$ cat src/rtl/latched_mux_scan_ctrl.sv
// ---------------------------------------------------------------------------------------------
// latched_mux_scan_ctrl
//
// Sequencer for a latched input mux. Walks the enabled channels round-robin, issuing a one-cycle
// sel/clken load per channel. It waits MUX_LATENCY-1 settle cycles, then flags dwell_q
// consecutive mux samples as valid data of that channel. At the end of a full sweep it pulses
// sweep_done. It then either returns to idle (single sweep) or starts the next sweep
// (continuous).
//
// Ports
//   clk          in   system clock
//   resetn       in   asynchronous active-low reset
//   start        in   pulse, begin a scan (sampled in idle only)
//   stop         in   pulse, abort a scan
//   mode         in   0 = single sweep, 1 = continuous
//   chan_mask    in   bit i set -> channel i is part of the scan
//   dwell        in   valid samples per channel, 0 is treated as 1
//   manual_sel   in   channel for a manual load
//   manual_load  in   pulse, load manual_sel into the mux (idle only)
//   sel          out  mux channel select
//   clken        out  mux load enable
//   busy         out  high in every state except idle
//   data_valid   out  mux output is settled data of the current channel
//   sweep_done   out  one-cycle pulse on the last valid sample of a sweep
//   err          out  one-cycle pulse when start arrives with an empty mask
//   chan_tag     out  channel of the data flagged by data_valid
//                     (present only when LATCHED_MUX_SCAN_TAG_EN is defined)
//
// Optional feature: define LATCHED_MUX_SCAN_TAG_EN to add the chan_tag output.
// Every output is a flop. Each output's next value is decoded from the next FSM state, so
// the outputs line up with the state they describe.
// ---------------------------------------------------------------------------------------------
module latched_mux_scan_ctrl #(
    parameter int unsigned N_INPUTS    = 3,
    parameter int unsigned SEL_WIDTH   = 2,
    parameter int unsigned DWELL_WIDTH = 16,
    parameter int unsigned MUX_LATENCY = 2
) (
    input  logic                   clk,
    input  logic                   resetn,
    input  logic                   start,
    input  logic                   stop,
    input  logic                   mode,
    input  logic [N_INPUTS-1:0]    chan_mask,
    input  logic [DWELL_WIDTH-1:0] dwell,
    input  logic [SEL_WIDTH-1:0]   manual_sel,
    input  logic                   manual_load,
    output logic [SEL_WIDTH-1:0]   sel,
    output logic                   clken,
    output logic                   busy,
    output logic                   data_valid,
    output logic                   sweep_done,
`ifdef LATCHED_MUX_SCAN_TAG_EN
    output logic                   err,
    output logic [SEL_WIDTH-1:0]   chan_tag
`else
    output logic                   err
`endif
);

    // Wide enough to hold MUX_LATENCY-1 for any MUX_LATENCY >= 1.
    localparam int unsigned SETTLE_W = (MUX_LATENCY > 1) ? $clog2(MUX_LATENCY) : 1;

    typedef enum logic [1:0] {
        StIdle   = 2'd0,
        StSwitch = 2'd1,
        StSettle = 2'd2,
        StDwell  = 2'd3
    } state_e;

    // Lowest set bit of the mask. Scanning downwards leaves the smallest index.
    function automatic logic [SEL_WIDTH-1:0] lowest_ch(input logic [N_INPUTS-1:0] m);
        lowest_ch = '0;
        for (int i = int'(N_INPUTS) - 1; i >= 0; i--) begin
            if (m[i]) begin
                lowest_ch = SEL_WIDTH'(i);
            end
        end
    endfunction

    // Next set bit strictly above cur, wrapping to the lowest set bit.
    function automatic logic [SEL_WIDTH-1:0] next_ch(input logic [N_INPUTS-1:0] m,
                                                     input logic [SEL_WIDTH-1:0] cur);
        next_ch = lowest_ch(m);
        for (int i = int'(N_INPUTS) - 1; i >= 0; i--) begin
            if (m[i] && (i > int'(cur))) begin
                next_ch = SEL_WIDTH'(i);
            end
        end
    endfunction

    state_e                 state_q, state_d;
    logic [N_INPUTS-1:0]    mask_q, mask_d;
    logic                   mode_q, mode_d;
    logic [DWELL_WIDTH-1:0] dwell_q, dwell_d;
    logic [DWELL_WIDTH-1:0] cnt_q, cnt_d;
    logic [SETTLE_W-1:0]    settle_q, settle_d;
    logic [SEL_WIDTH-1:0]   ch_q, ch_d;

    logic [SEL_WIDTH-1:0]   sel_q, sel_d;
    logic                   clken_q, clken_d;
    logic                   busy_q, busy_d;
    logic                   data_valid_q, data_valid_d;
    logic                   sweep_done_q, sweep_done_d;
    logic                   err_q, err_d;

    logic                   manual_ok;
    logic                   wrap_cur;
    logic                   wrap_nxt;

    // manual_sel may encode channels that do not exist when N_INPUTS < 2**SEL_WIDTH.
    assign manual_ok = (32'(manual_sel) < N_INPUTS);

    // The current channel is the last one of the sweep when its successor does not lie above it.
    // This also covers a mask with a single bit set.
    assign wrap_cur = (next_ch(mask_q, ch_q) <= ch_q);
    assign wrap_nxt = (next_ch(mask_d, ch_d) <= ch_d);

    always_comb begin
        state_d      = state_q;
        mask_d       = mask_q;
        mode_d       = mode_q;
        dwell_d      = dwell_q;
        cnt_d        = cnt_q;
        settle_d     = settle_q;
        ch_d         = ch_q;
        sel_d        = sel_q;
        clken_d      = 1'b0;
        err_d        = 1'b0;

        unique case (state_q)
            StIdle: begin
                if (start && !stop) begin
                    if (chan_mask != '0) begin
                        mask_d  = chan_mask;
                        mode_d  = mode;
                        dwell_d = (dwell == '0) ? DWELL_WIDTH'(1) : dwell;
                        ch_d    = lowest_ch(chan_mask);
                        state_d = StSwitch;
                    end else begin
                        err_d = 1'b1;
                    end
                end else if (manual_load && !start && manual_ok) begin
                    sel_d   = manual_sel;
                    clken_d = 1'b1;
                end
            end
            StSwitch: begin
                if (MUX_LATENCY == 1) begin
                    cnt_d   = dwell_q;
                    state_d = StDwell;
                end else begin
                    settle_d = SETTLE_W'(MUX_LATENCY - 1);
                    state_d  = StSettle;
                end
            end
            StSettle: begin
                if (settle_q <= SETTLE_W'(1)) begin
                    cnt_d   = dwell_q;
                    state_d = StDwell;
                end else begin
                    settle_d = settle_q - SETTLE_W'(1);
                end
            end
            StDwell: begin
                if (cnt_q <= DWELL_WIDTH'(1)) begin
                    ch_d    = next_ch(mask_q, ch_q);
                    state_d = (wrap_cur && !mode_q) ? StIdle : StSwitch;
                end else begin
                    cnt_d = cnt_q - DWELL_WIDTH'(1);
                end
            end
            default: state_d = StIdle;
        endcase

        // Abort wins over every transition taken above. The sel value is left untouched.
        if (stop && (state_q != StIdle)) begin
            state_d = StIdle;
        end

        // Registered outputs, decoded from the state the FSM enters next.
        if (state_d == StSwitch) begin
            sel_d   = ch_d;
            clken_d = 1'b1;
        end
        busy_d       = (state_d != StIdle);
        data_valid_d = (state_d == StDwell);
        // cnt_d == 1 marks the last dwell cycle. ch does not move while in dwell.
        sweep_done_d = (state_d == StDwell) && (cnt_d == DWELL_WIDTH'(1)) && wrap_nxt;
    end

    always_ff @(posedge clk or negedge resetn) begin
        if (!resetn) begin
            state_q      <= StIdle;
            mask_q       <= '0;
            mode_q       <= 1'b0;
            dwell_q      <= DWELL_WIDTH'(1);
            cnt_q        <= '0;
            settle_q     <= '0;
            ch_q         <= '0;
            sel_q        <= '0;
            clken_q      <= 1'b0;
            busy_q       <= 1'b0;
            data_valid_q <= 1'b0;
            sweep_done_q <= 1'b0;
            err_q        <= 1'b0;
        end else begin
            state_q      <= state_d;
            mask_q       <= mask_d;
            mode_q       <= mode_d;
            dwell_q      <= dwell_d;
            cnt_q        <= cnt_d;
            settle_q     <= settle_d;
            ch_q         <= ch_d;
            sel_q        <= sel_d;
            clken_q      <= clken_d;
            busy_q       <= busy_d;
            data_valid_q <= data_valid_d;
            sweep_done_q <= sweep_done_d;
            err_q        <= err_d;
        end
    end

    assign sel        = sel_q;
    assign clken      = clken_q;
    assign busy       = busy_q;
    assign data_valid = data_valid_q;
    assign sweep_done = sweep_done_q;
    assign err        = err_q;

`ifdef LATCHED_MUX_SCAN_TAG_EN
    logic [SEL_WIDTH-1:0] chan_tag_q, chan_tag_d;

    // Captured on the first dwell cycle of each channel and held until the next one.
    always_comb begin
        chan_tag_d = chan_tag_q;
        if ((state_d == StDwell) && (state_q != StDwell)) begin
            chan_tag_d = ch_d;
        end
    end

    always_ff @(posedge clk or negedge resetn) begin
        if (!resetn) begin
            chan_tag_q <= '0;
        end else begin
            chan_tag_q <= chan_tag_d;
        end
    end

    assign chan_tag = chan_tag_q;
`endif

endmodule

$ cat config.mk
export PLATFORM = sky130hd
export DESIGN_NAME = latched_mux_scan_ctrl
export DESIGN_NICKNAME = d
export VERILOG_FILES = /design/src/rtl/latched_mux_scan_ctrl.sv
export SDC_FILE = /design/constraint.sdc
export NUM_CORES = 1
export LEC_CHECK = 0
export BUFFER_PORTS_ARGS = -buffer_cell sky130_fd_sc_hd__buf_2
export CAP_MARGIN = 20
export CELL_PAD_IN_SITES_DETAIL_PLACEMENT = 0
export CELL_PAD_IN_SITES_GLOBAL_PLACEMENT = 1
export CORE_ASPECT_RATIO = 1.1
export CORE_MARGIN = 2
export CORE_UTILIZATION = 41
export DETAILED_ROUTE_END_ITERATION = 12
export PLACE_DENSITY_LB_ADDON = 0.12
export SLEW_MARGIN = 20
export SYNTH_ARGS = -nofsm -noshare
export SYNTH_HDL_FRONTEND = slang
export SYNTH_SLANG_ARGS = --single-unit
export TNS_END_PERCENT = 30
$ cat constraint.sdc
create_clock -name clk -period 3.8 [get_ports clk]
set_input_delay 0.19 -clock clk [delete_from_list [all_inputs] [get_ports clk]]
set_output_delay 0.19 -clock clk [all_outputs]
set_load 0.1 [all_outputs]
# [Yosys cells after proc, flatten, opt, wreduce, memory -nomap -nowiden]
# Index checks and enable logic that the tools add are counted.
[totals] latch_bits=0 register_bits=48 rom_bits=0 mem_count=0 output_inout_bits=7 mem_bits_rw=0 input_bits=27
[classes] n_bitwise=0 n_addsub=2 eq_ne=8 div_mod_pow=0 n_mul=0 shifts=0 magnitude_cmp=9 muxes=44 reduce_logical=25
[op_table] operator="2-to-1 mux 2 bit" count=25
[op_table] operator="2-to-1 mux 16 bit" count=3
[op_table] operator="case mux 16 bit (2 select lines)" count=1
[op_table] operator="== test 16 x 1 -> 1 bit, second input constant" count=1
[op_table] operator="<= comparator 16 x 1 -> 1 bit, second input constant" count=1
[op_table] operator="zero test 16 bit" count=1
[op_table] operator="subtractor 16 x 1 -> 16 bit, second input constant" count=1
[op_table] operator="logical AND 1 bit" count=11
[op_table] operator="nonzero test 2 bit" count=5
[op_table] operator="2-to-1 mux 1 bit" count=9
[op_table] operator="2-to-1 mux 3 bit" count=3
[op_table] operator="case mux 2 bit (4 select lines)" count=1
[op_table] operator="== test 2 bit, second input constant" count=3
[op_table] operator="AND reduction 3 bit" count=2
[op_table] operator="== test 2 x 1 -> 1 bit, second input constant" count=2
[op_table] operator="> comparator 1 x 2 -> 1 bit, first input constant" count=2
[op_table] operator="> comparator 2 bit, first input constant" count=2
[op_table] operator="<= comparator 2 bit" count=2
[op_table] operator="case mux 2 bit (2 select lines)" count=1
[op_table] operator="zero test 1 bit" count=3
[op_table] operator="nonzero test 3 bit" count=1
[op_table] operator="zero test 2 bit" count=1
[op_table] operator="less-than comparator 2 bit, second input constant" count=1
[op_table] operator="inequality test 2 x 1 -> 1 bit, second input constant" count=1
[op_table] operator="5 further kinds" count=5

# [Longest topological paths before layout]
# Gate-level depths: netlist (run 1).
[depth] depth_word=14 depth_mapped=17 depth_no_buf=16

# [Least setup slack after synthesis (run 1)]
# No wires, ideal clock.
[synth_path] path_kind="register to register" start="register cnt_q[14]" end="register sweep_done_q, in the netlist sweep_done" stages_incl_launch_ff=14 setup_slack_ns=0.505 path_buffers=0 period_less_slack_ns=3.295 setup_ns=0.096 t_arrival_ns=3.199 path_cell_list="dfrtp_1 -> or4_4 -> nor3_2 -> nand2_1 -> a22o_1 -> a21oi_1 -> o21bai_1 -> a21boi_0 -> ha_1 -> a21oi_1 -> a21oi_1 -> nor4_1 -> nand3_1 -> nor4_2"
[synth_via] elab_chain_len=9 elab_cells_between_ends=21
[synth_rtl] item="start, declared" line="96" rtl="logic [DWELL_WIDTH-1:0] cnt_q, cnt_d;"
[synth_rtl] item="start signal, assigned" line="212" rtl="cnt_q <= cnt_d;"
[synth_rtl] item="<= comparator 16 x 1 -> 1 bit" line="166" rtl="if (cnt_q <= DWELL_WIDTH'(1)) begin"
[synth_rtl] item="2-to-1 mux 2 bit" line="166"
[synth_rtl] item="case mux 2 bit (2 select lines)" line="131" rtl="unique case (state_q)"
[synth_rtl] item="> comparator 2 bit" line="86" rtl="if (m[i] && (i > int'(cur))) begin"
[synth_rtl] item="logical AND 1 bit" line="86"
[synth_rtl] item="2-to-1 mux 2 bit (2 in a row)" line="86"
[synth_rtl] item="<= comparator 2 bit" line="117" rtl="assign wrap_nxt = (next_ch(mask_d, ch_d) <= ch_d);"
[synth_rtl] item="logical AND 1 bit (*)" line="189" rtl="sweep_done_d = (state_d == StDwell) && (cnt_d == DWELL_WIDTH'(1)) && wrap_nxt;"
[synth_rtl] item="net sweep_done_d" line="104" rtl="logic sweep_done_q, sweep_done_d;"
[synth_rtl] item="end signal, assigned" line="219" rtl="sweep_done_q <= sweep_done_d;"
[synth_rtl] item="end, declared" line="104"
# The timed path passes the listed nets; every way through them passes the cells marked *.
# A chain may end at the register's enable or synchronous reset.

# [Worst setup path after layout (run 1)]
# Ends and elaborated chain as after synthesis.

==> results of run 1 <==
registers in the layout, summed over array words and instances (netlist names):
signal and flops:
dwell_q 16, err 1, ch_q 2, mask_q 3, cnt_q 16, clken 1
busy 1, sweep_done 1, sel 2, data_valid 1, mode_q 1, state_q 2
metrics by stage:
stage	worst slack (ns)	std cells	cell area [um^2]	hold slack [ns]
5_1_grt	0.05973	418	3182	0.03044
3_3_place_gp	0.4223	410	3045	0.3295
2_1_floorplan	0.5053	290	2714	-0.1056
4_1_cts	0.3017	418	3182	0.0006004
6_report	0.2974	418	3182	-0.03118
3_5_place_dp	0.3417	410	3045	0.3293
logic make-up (layout without fill, tap and decap cells):
| group | after synthesis | in the layout |
|---|---|---|
| AO/OA/AOI/OAI | 74 | 74 |
| AND/OR/NAND/NOR | 122 | 122 |
| multiplexers | 11 | 11 |
| flip-flops | 47 | 47 |
| buffers and inverters | 27 | 73 |
| adder cells (fa/ha/maj) | 9 | 9 |
final cells by class:
class / instances / area [um^2] / share of cell area
multi-input cells: 216 / 1428 / 0.4487
flip-flops and latches: 47 / 1177 / 0.3700
repair buffers: 47 / 270.3 / 0.08494
well taps: 82 / 102.6 / 0.03225
clock buffers: 5 / 68.82 / 0.02163
clock inverters: 3 / 67.56 / 0.02123
inverters: 18 / 67.56 / 0.02123
worst reg2reg max path, cell delays in order, from the launching register on:
cell and delay (ns):
dfrtp_1 0.43, or4_4 0.59, nor3_2 0.37, nand2_1 0.17, a22o_1 0.25, a21oi_1 0.14
buf_4 0.16, o21bai_1 0.06, a21boi_0 0.18, ha_1 0.27, a21oi_1 0.14, a21oi_1 0.06
nor4_1 0.18, nand3_1 0.12, nor4_2 0.28
path summary, 6_finish.rpt:
path / from / to / slack (ns) / cells past startpoint
setup / recovery: cnt_q[14] / sweep_done / 0.30 / 14
hold / removal: resetn / clken / -0.03 / 2
setup reg to reg: cnt_q[14] / sweep_done / 0.30 / 14
hold reg to reg: dwell_q[6] / dwell_q[6] / 0.48 / 2
max in group asynchronous: resetn / dwell_q[2] / 3.42 / 2
min in group clk: mode / mode_q / 0.08 / 3
routing by layer:
layer,GRT usage,up-vias,part of all wire
met1,0.3350,1123,0.50
li1,-,1165,-
met5,0,-,0
met3,0.03232,8,0.046
met2,0.3212,63,0.44
met4,0.05152,0,0.012
cell usage after synthesis (4+ instances only):
master	n
nor3_1	7
a221o_1	4
clkbuf_1	8
nor4_1	11
o21ai_0	16
ha_1	9
a21oi_1	12
nand2_1	49
nand3_1	6
dfrtp_1	46
o211ai_1	4
nor2b_1	5
a22oi_1	6
nand2b_1	7
mux2_2	9
nor2_1	11
inv_1	18
power by group through the flow:
stage / Clock (uW) / Sequential (uW) / Combinational (uW)
floorplan: 0 / 1040 / 951
global placement: 0 / 950 / 1490
detailed placement: 0 / 958 / 1480
CTS: 453 / 948 / 1490
global route: 477 / 983 / 1660
finish: 439 / 951 / 1490
==> metrics.csv, run 1 <==
stage,metric,value,unit
yosys,synth_edf_count,0,
pwr,comb_power_share,0.517,
yosys,yosysWarnings,0,
cts,cts_buffers,5,
global_routing,grt_max_degree,48,
floorplan,dieArea,7287,um^2
sta,fin_skew,0.01154,ns
drt,first_iter_violations,225,
yosys,synth_fa_ha_area_frac,0.04149,
worst_setup_path,worstSetupPathType,reg -> reg,
worst_setup_path,end_kind,flip-flop,
pwr,netSwitchingFraction,0.4558,
finish,syn2layout_area_growth,17.24,%
pwr,p_leak,0.001435,uW
worst_setup_path,critical_path.startpoint_type,flip-flop,
cts,cts_setup_buffers,0,
yosys,synth-xor-area-share,0,
pwr,intPower,1568,uW
cts,tritoncts,done,
drt,first_pass_iters,5,
yosys,synth_compound_area_frac,0.1927,
worst_setup_path,worstPathRequired,4.01,ns
sta,slew_headroom,0.5326,
pwr,design_power_total,2882,uW
floorplan,die_x,81.57,um
yosys,postSynthCellCount,290,
yosys,synth_top_area_cell,dfrtp_1,
sta,tightest_slew,0.6834,ns
global_routing,grt-ovfl-total,0,
pwr,clock_power_share,0.152,
sta,hold_ws,-0.03118,ns
worst_setup_path,slowest_delay,0.59,ns
floorplan,start_util,0.4190,
worst_setup_path,cpLargestDelayFamily,simple AND/OR/NAND/NOR gates,
yosys,synth_flop_cell,dfrtp_1,
sta,grt_setup_unrepaired,no,
yosys,synth-seq-cells,47,
sta,fmax,285.5,MHz
cts,h-tree-depth,2,
global_routing,grt.total_usage,0.2176,
drt,drt_drc_violations_left,0,
cts,cts_buffer_depth,2,
finish,num-fill-cells,627,
pwr,power.switching,1313,uW
floorplan,rows,31,
yosys,synth_area_leaders,"dfrtp_1 (42%), nand2_1 (6.8%), ha_1 (4.1%), mux2_2 (3.7%), o21ai_0 (3.0%)",
yosys,synth_area,2714,um^2
finish,layout_commonest_cell,nand2_1,
sta,hold_violations,46,
drt,drt-total-wl,7183,um
worst_setup_path,worstPathArrival,3.72,ns
floorplan,die_y,89.33,um
finish,num_antenna_cells,0,
global_routing,antenna_found_initial,0,
yosys,yosys.area.top_type_share,0.4242,
cts,ctsHoldBuffers,0,
finish,most-common-layout-cells,"nand2_1 (49), dfrtp_1 (46), buf_2 (33), inv_1 (18), o21ai_0 (16)",
drt,viasPerCell,5.644,
sta,finalSetupViolCount,0,
sta,drv_slew,0,
pwr,power_density,905.7,nW/um^2
placement,place.port_buffers,33,
worst_setup_path,cpMostUsedCell,a21oi_1,
outcome,violations,negative hold slack,
sta,setup_tns,0,ns
pwr,seqPwrFrac,0.330,
cts,clk_pin_slew,0.09,ns
run,drv_cap,0,
finish,drive_gt1_frac,0.2321,
cts,cts.repair.resized,0,
yosys,muxShareOfSynthArea,0.04472,
cts,cts.sinks,47,
yosys,synth.avg_cell_area,9.358,um^2
sta,period_needed,3.503,ns
drt,drtAntennaViolNets,0,
yosys,synth_cell_types,57,
worst_setup_path,worstPathBufferInverterCount,1,
cts,clock_latency,0.30,ns
yosys,synthSimpleGateAreaFrac,0.2471,
cts,cts_root_buf,clkbuf_8,
drt,wire_per_inst,17.18,um
global_routing,grt_pass1_vias,2305,
global_routing,grt_pass1_wl,12040,um
finish,num-nets-final,371,
worst_setup_path,path_cells,or4_4 > nor3_2 > nand2_1 > a22o_1 > a21oi_1 > buf_4 > o21bai_1 > a21boi_0 > ha_1 > a21oi_1 > a21oi_1 > nor4_1 > nand3_1 > nor4_2,
yosys,synth_top_family_by_area,simple AND/OR/NAND/NOR gates,
placement,hpwl,5464,um
pwr,vdd_ir_drop_max,0.0003922,V
yosys,async_reset_ff_frac,1.000,
outcome,status,finished with violations,
finish,final_util,0.4912,
yosys,synth_fp_nets,326,
drt,via_count,2359,
floorplan,num_io_pins,34,
worst_setup_path,crit_fanout,7,
sta,finalCritPeriodShare,0.9217,
yosys,yosysSeqAreaShare,0.4338,
placement,gp_congestion,0.8637,
floorplan,core-area,6477,um^2
worst_setup_path,crit_path_top_delay_cell,or4_4,
worst_hold_path,hold_path.class,in -> async,
No activity file was read; power rests on OpenSTA's default activity.
==> inputs of run 2 (changes only) <==
--- a/config.mk
+++ b/config.mk
@@ -5,6 +5,7 @@
 export SDC_FILE = /design/constraint.sdc
 export NUM_CORES = 1
 export LEC_CHECK = 0
+export ABC_AREA = 1
 export BUFFER_PORTS_ARGS = -buffer_cell sky130_fd_sc_hd__buf_2
 export CAP_MARGIN = 20
 export CELL_PAD_IN_SITES_DETAIL_PLACEMENT = 0
@@ -14,6 +15,7 @@
 export CORE_UTILIZATION = 41
 export DETAILED_ROUTE_END_ITERATION = 12
 export PLACE_DENSITY_LB_ADDON = 0.12
+export SETUP_SLACK_MARGIN = 0.1
 export SLEW_MARGIN = 20
 export SYNTH_ARGS = -nofsm -noshare
 export SYNTH_HDL_FRONTEND = slang
==> constraint.sdc (replaced) <==
create_clock -name clk -period 3.8 [get_ports clk]
set_input_delay 0.38 -clock clk [delete_from_list [all_inputs] [get_ports clk]]
set_output_delay 0.38 -clock clk [all_outputs]
set_load 0.1 [all_outputs]
==> metrics.csv, run 2 <==
stage,metric,value,unit,change
yosys,synth_fp_nets,433,,was 326
yosys,synth_area,2944,um^2,was 2714 um^2
sta,finalSetupViolCount,0,,unchanged
yosys,synth_top_area_cell,dfrtp_1,,unchanged
global_routing,grt.total_usage,0.1993,,was 0.2176
cts,cts_root_buf,clkbuf_8,,unchanged
floorplan,core-area,6967,um^2,was 6477 um^2
yosys,yosysWarnings,0,,unchanged
floorplan,dieArea,7875,um^2,was 7287 um^2
finish,fin_cells,518,,was 418
pwr,power_density,938.6,nW/um^2,was 905.7 nW/um^2
floorplan,num_io_pins,34,,unchanged
drt,drt_drc_violations_left,0,,unchanged
pwr,p_leak,0.001716,uW,was 0.001435 uW
sta,setup_tns,0,ns,unchanged
worst_hold_path,hold_path.class,in -> async,,unchanged
run,drv_cap,0,,unchanged
worst_setup_path,critical_path.startpoint_type,flip-flop,,unchanged
global_routing,use_met2,0.2933,,was 0.3212
sta,period_needed,2.949,ns,was 3.503 ns
pwr,clock_power_share,0.123,,was 0.152
finish,most-common-layout-cells,"nand2_1 (129), dfrtp_1 (46), nor2_1 (40), inv_1 (36)",,"was nand2_1 (49), dfrtp_1 (46), buf_2 (33), inv_1 (18), o21ai_0 (16)"
worst_setup_path,crit_path_top_delay_cell,dfrtp_1,,was or4_4
yosys,yosys.area.top_type_share,0.3910,,was 0.4242
outcome,status,completed,,was finished with violations
finish,num_antenna_cells,0,,unchanged
global_routing,grt_util_met3,0.01872,,was 0.03232
sta,drv_slew,0,,unchanged
yosys,yosysSeqAreaShare,0.3999,,was 0.4338
pwr,intPower,1521,uW,was 1568 uW
global_routing,grt_max_degree,48,,unchanged
floorplan,die_y,92.88,um,was 89.33 um
cts,cts_buffers,5,,unchanged
finish,layout_commonest_cell,nand2_1,,unchanged
yosys,synth_flop_cell,dfrtp_1,,unchanged
global_routing,grt_pass1_wl,12450,um,"was 12,040 um"
finish,regArea,1177,um^2,unchanged
yosys,synth-seq-cells,47,,unchanged
yosys,postSynthCellCount,397,,was 290
drt,drt-total-wl,7315,um,was 7183 um
finish,num-nets-final,468,,was 371
global_routing,grt-ovfl-total,0,,unchanged
drt,viasPerCell,4.961,,was 5.644
yosys,yosysMostFrequentCell,nand2_1,,unchanged
yosys,synth_edf_count,0,,unchanged
finish,drive_gt1_frac,0.1986,,was 0.2321
drt,drtAntennaViolNets,0,,unchanged
worst_setup_path,cpMostUsedCell,nor2_1,,was a21oi_1
yosys,synth_cell_types,37,,was 57
pwr,power.switching,1585,uW,was 1313 uW
cts,h-tree-depth,2,,unchanged
sta,fmax,339.1,MHz,was 285.5 MHz
worst_setup_path,path_cells,inv_1 > ha_1 > nand2_4 > nand2_1 > nand3_4 > nand2_2 > nand3_1 > nand2_1 > nand2_2 > inv_2 > nand2_1 > nor2_1 > nor2_1 > ha_1 > a21oi_1 > a21oi_1 > nor2_1 > nand3_1 > nor2_1 > nand3_1 > nor2_1 > nand2_1 > nor2_2,,was or4_4 > nor3_2 > nand2_1 > a22o_1 > a21oi_1 > buf_4 > o21bai_1 > a21boi_0 > ha_1 > a21oi_1 > a21oi_1 > nor4_1 > nand3_1 > nor4_2
cts,cts.repair.resized,0,,unchanged
placement,place.port_buffers,33,,unchanged
drt,first_iter_violations,143,,was 225
cts,ctsHoldBuffers,0,,unchanged
worst_setup_path,worstPathArrival,3.18,ns,was 3.72 ns
cts,cts.sinks,47,,unchanged
worst_setup_path,worstPathBufferInverterCount,2,,was 1
cts,clk_pin_slew,0.09,ns,about the same
finish,top_regs,"cnt_q: 16 flops, dwell_q: 16 flops, mask_q: 3 flops",,unchanged
drt,wire_per_inst,14.12,um,was 17.18 um
pwr,seqPwrFrac,0.306,,was 0.330
sta,hold_violations,0,,was 46
sta,finalCritPeriodShare,0.7761,,was 0.9217
yosys,synth_area_leaders,"dfrtp_1 (39%), nand2_1 (16%), nand3_1 (5.4%), nor2_1 (5.1%), inv_1 (4.6%)",,"was dfrtp_1 (42%), nand2_1 (6.8%), ha_1 (4.1%), mux2_2 (3.7%), o21ai_0 (3.0%)"
global_routing,antenna_found_initial,0,,unchanged
global_routing,top_usage_layer,met1,,unchanged
floorplan,start_util,0.4226,,was 0.4190
yosys,async_reset_ff_frac,1.000,,unchanged
cts,cts_buffer_depth,2,,unchanged
global_routing,grt_pass1_vias,2564,,"was 2,305"
yosys,synth.avg_cell_area,7.416,um^2,was 9.358 um^2
global_routing,grt_util_met1,0.3112,,was 0.3350
drt,first_pass_iters,4,,was 5
placement,gp_congestion,0.8010,,was 0.8637
placement,hpwl,5595,um,was 5464 um
worst_setup_path,end_kind,flip-flop,,unchanged
worst_setup_path,cpLargestDelayFamily,simple AND/OR/NAND/NOR gates,,unchanged
finish,syn2layout_area_growth,12.37,%,was 17.24%
floorplan,rows,32,,was 31
finish,num-fill-cells,731,,was 627
pwr,netSwitchingFraction,0.5103,,was 0.4558
sta,slew_headroom,0.5141,,was 0.5326
floorplan,die_x,84.80,um,was 81.57 um
sta,hold_ws,0.09362,ns,was -0.03118 ns
placement,dp.cells,510,,was 410
cts,tritoncts,done,,unchanged
worst_setup_path,worstPathRequired,4.03,ns,was 4.01 ns
pwr,comb_power_share,0.571,,was 0.517
drt,via_count,2570,,"was 2,359"
worst_setup_path,crit_fanout,5,,was 7
cts,clock_latency,0.29,ns,was 0.30 ns
sta,tightest_slew,0.7281,ns,was 0.6834 ns
pwr,vdd_ir_drop_max,0.0005301,V,was 0.0003922 V
worst_setup_path,slowest_delay,0.44,ns,was 0.59 ns
cts,cts_setup_buffers,0,,unchanged
sta,grt_setup_unrepaired,no,,unchanged
yosys,ys_top_cells_by_count,"nand2_1 (129), dfrtp_1 (46), nor2_1 (40), inv_1 (36), nand3_1 (32)",,"was nand2_1 (49), dfrtp_1 (46), inv_1 (18), o21ai_0 (16), a21oi_1 (12)"
worst_setup_path,worstSetupPathType,reg -> reg,,unchanged
finish,multi_input_area,1559,um^2,was 1428 um^2
sta,fin_skew,0.005559,ns,was 0.01154 ns
## run 2: power groups by stage
stage,combinational [uW],clock (uW),sequential [uW]
global placement,1760,0,953
CTS,1790,391,943
detailed placement,1780,0,951
global route,2010,402,978
floorplan,1260,0,1060
finish,1770,381,951
## run 2: layout make-up
| cell class | instances | area share |
|---|---|---|
| clock buffer | 6 | 0.02496 |
| sequential | 47 | 0.3559 |
| timing repair buffer | 36 | 0.05749 |
| inverter | 42 | 0.04766 |
| clock inverter | 2 | 0.01059 |
| multi-input combinational | 300 | 0.4713 |
| tap | 85 | 0.03215 |
## run 2: routing by layer
metal  wire length (um)  vias to the layer above
met4                 78                        0
met1               3947                     1171
li1                   -                     1350
met3                220                        4
met2               3069                       45
met5                  0                        -
## run 2: worst paths after layout
kind | slack (ns) | to | cells after the start | startpoint
max | 0.85 | sweep_done | 23 | cnt_q[0]
max reg2reg | 0.85 | sweep_done | 23 | cnt_q[0]
min in group clk | 0.29 | err | 2 | chan_mask[2]
min reg2reg | 0.49 | dwell_q[13] | 2 | dwell_q[13]
max in group asynchronous | 3.29 | dwell_q[11] | 1 | resetn
min | 0.09 | err | 1 | resetn
## run 2: cells by family (layout without fill, tap and decap cells)
kind of cell | after synthesis | in the layout | synth area share
xor gates and xnor gates | 6 | 6 | 0.01785
and+or+nand+nor | 248 | 248 | 0.3872
adders and majority gates | 9 | 9 | 0.03825
AOI/OAI and AO/OA | 37 | 37 | 0.08628
buffers and inverters | 50 | 86 | 0.07055
DFF | 47 | 47 | 0.3999
## run 2: stage by stage
step                      total power (uW)  utilization  cell area, um^2  setup slack [ns]
final                                 3105       0.4749             3308            0.8507
after global routing                  3387       0.4749             3308            0.4279
after CTS                             3120       0.4745             3306            0.8385
after detailed placement              2728       0.4576             3188            0.8738
after global placement                2718       0.4576             3188            0.9808
after floorplan                       2321            -             2944             1.176
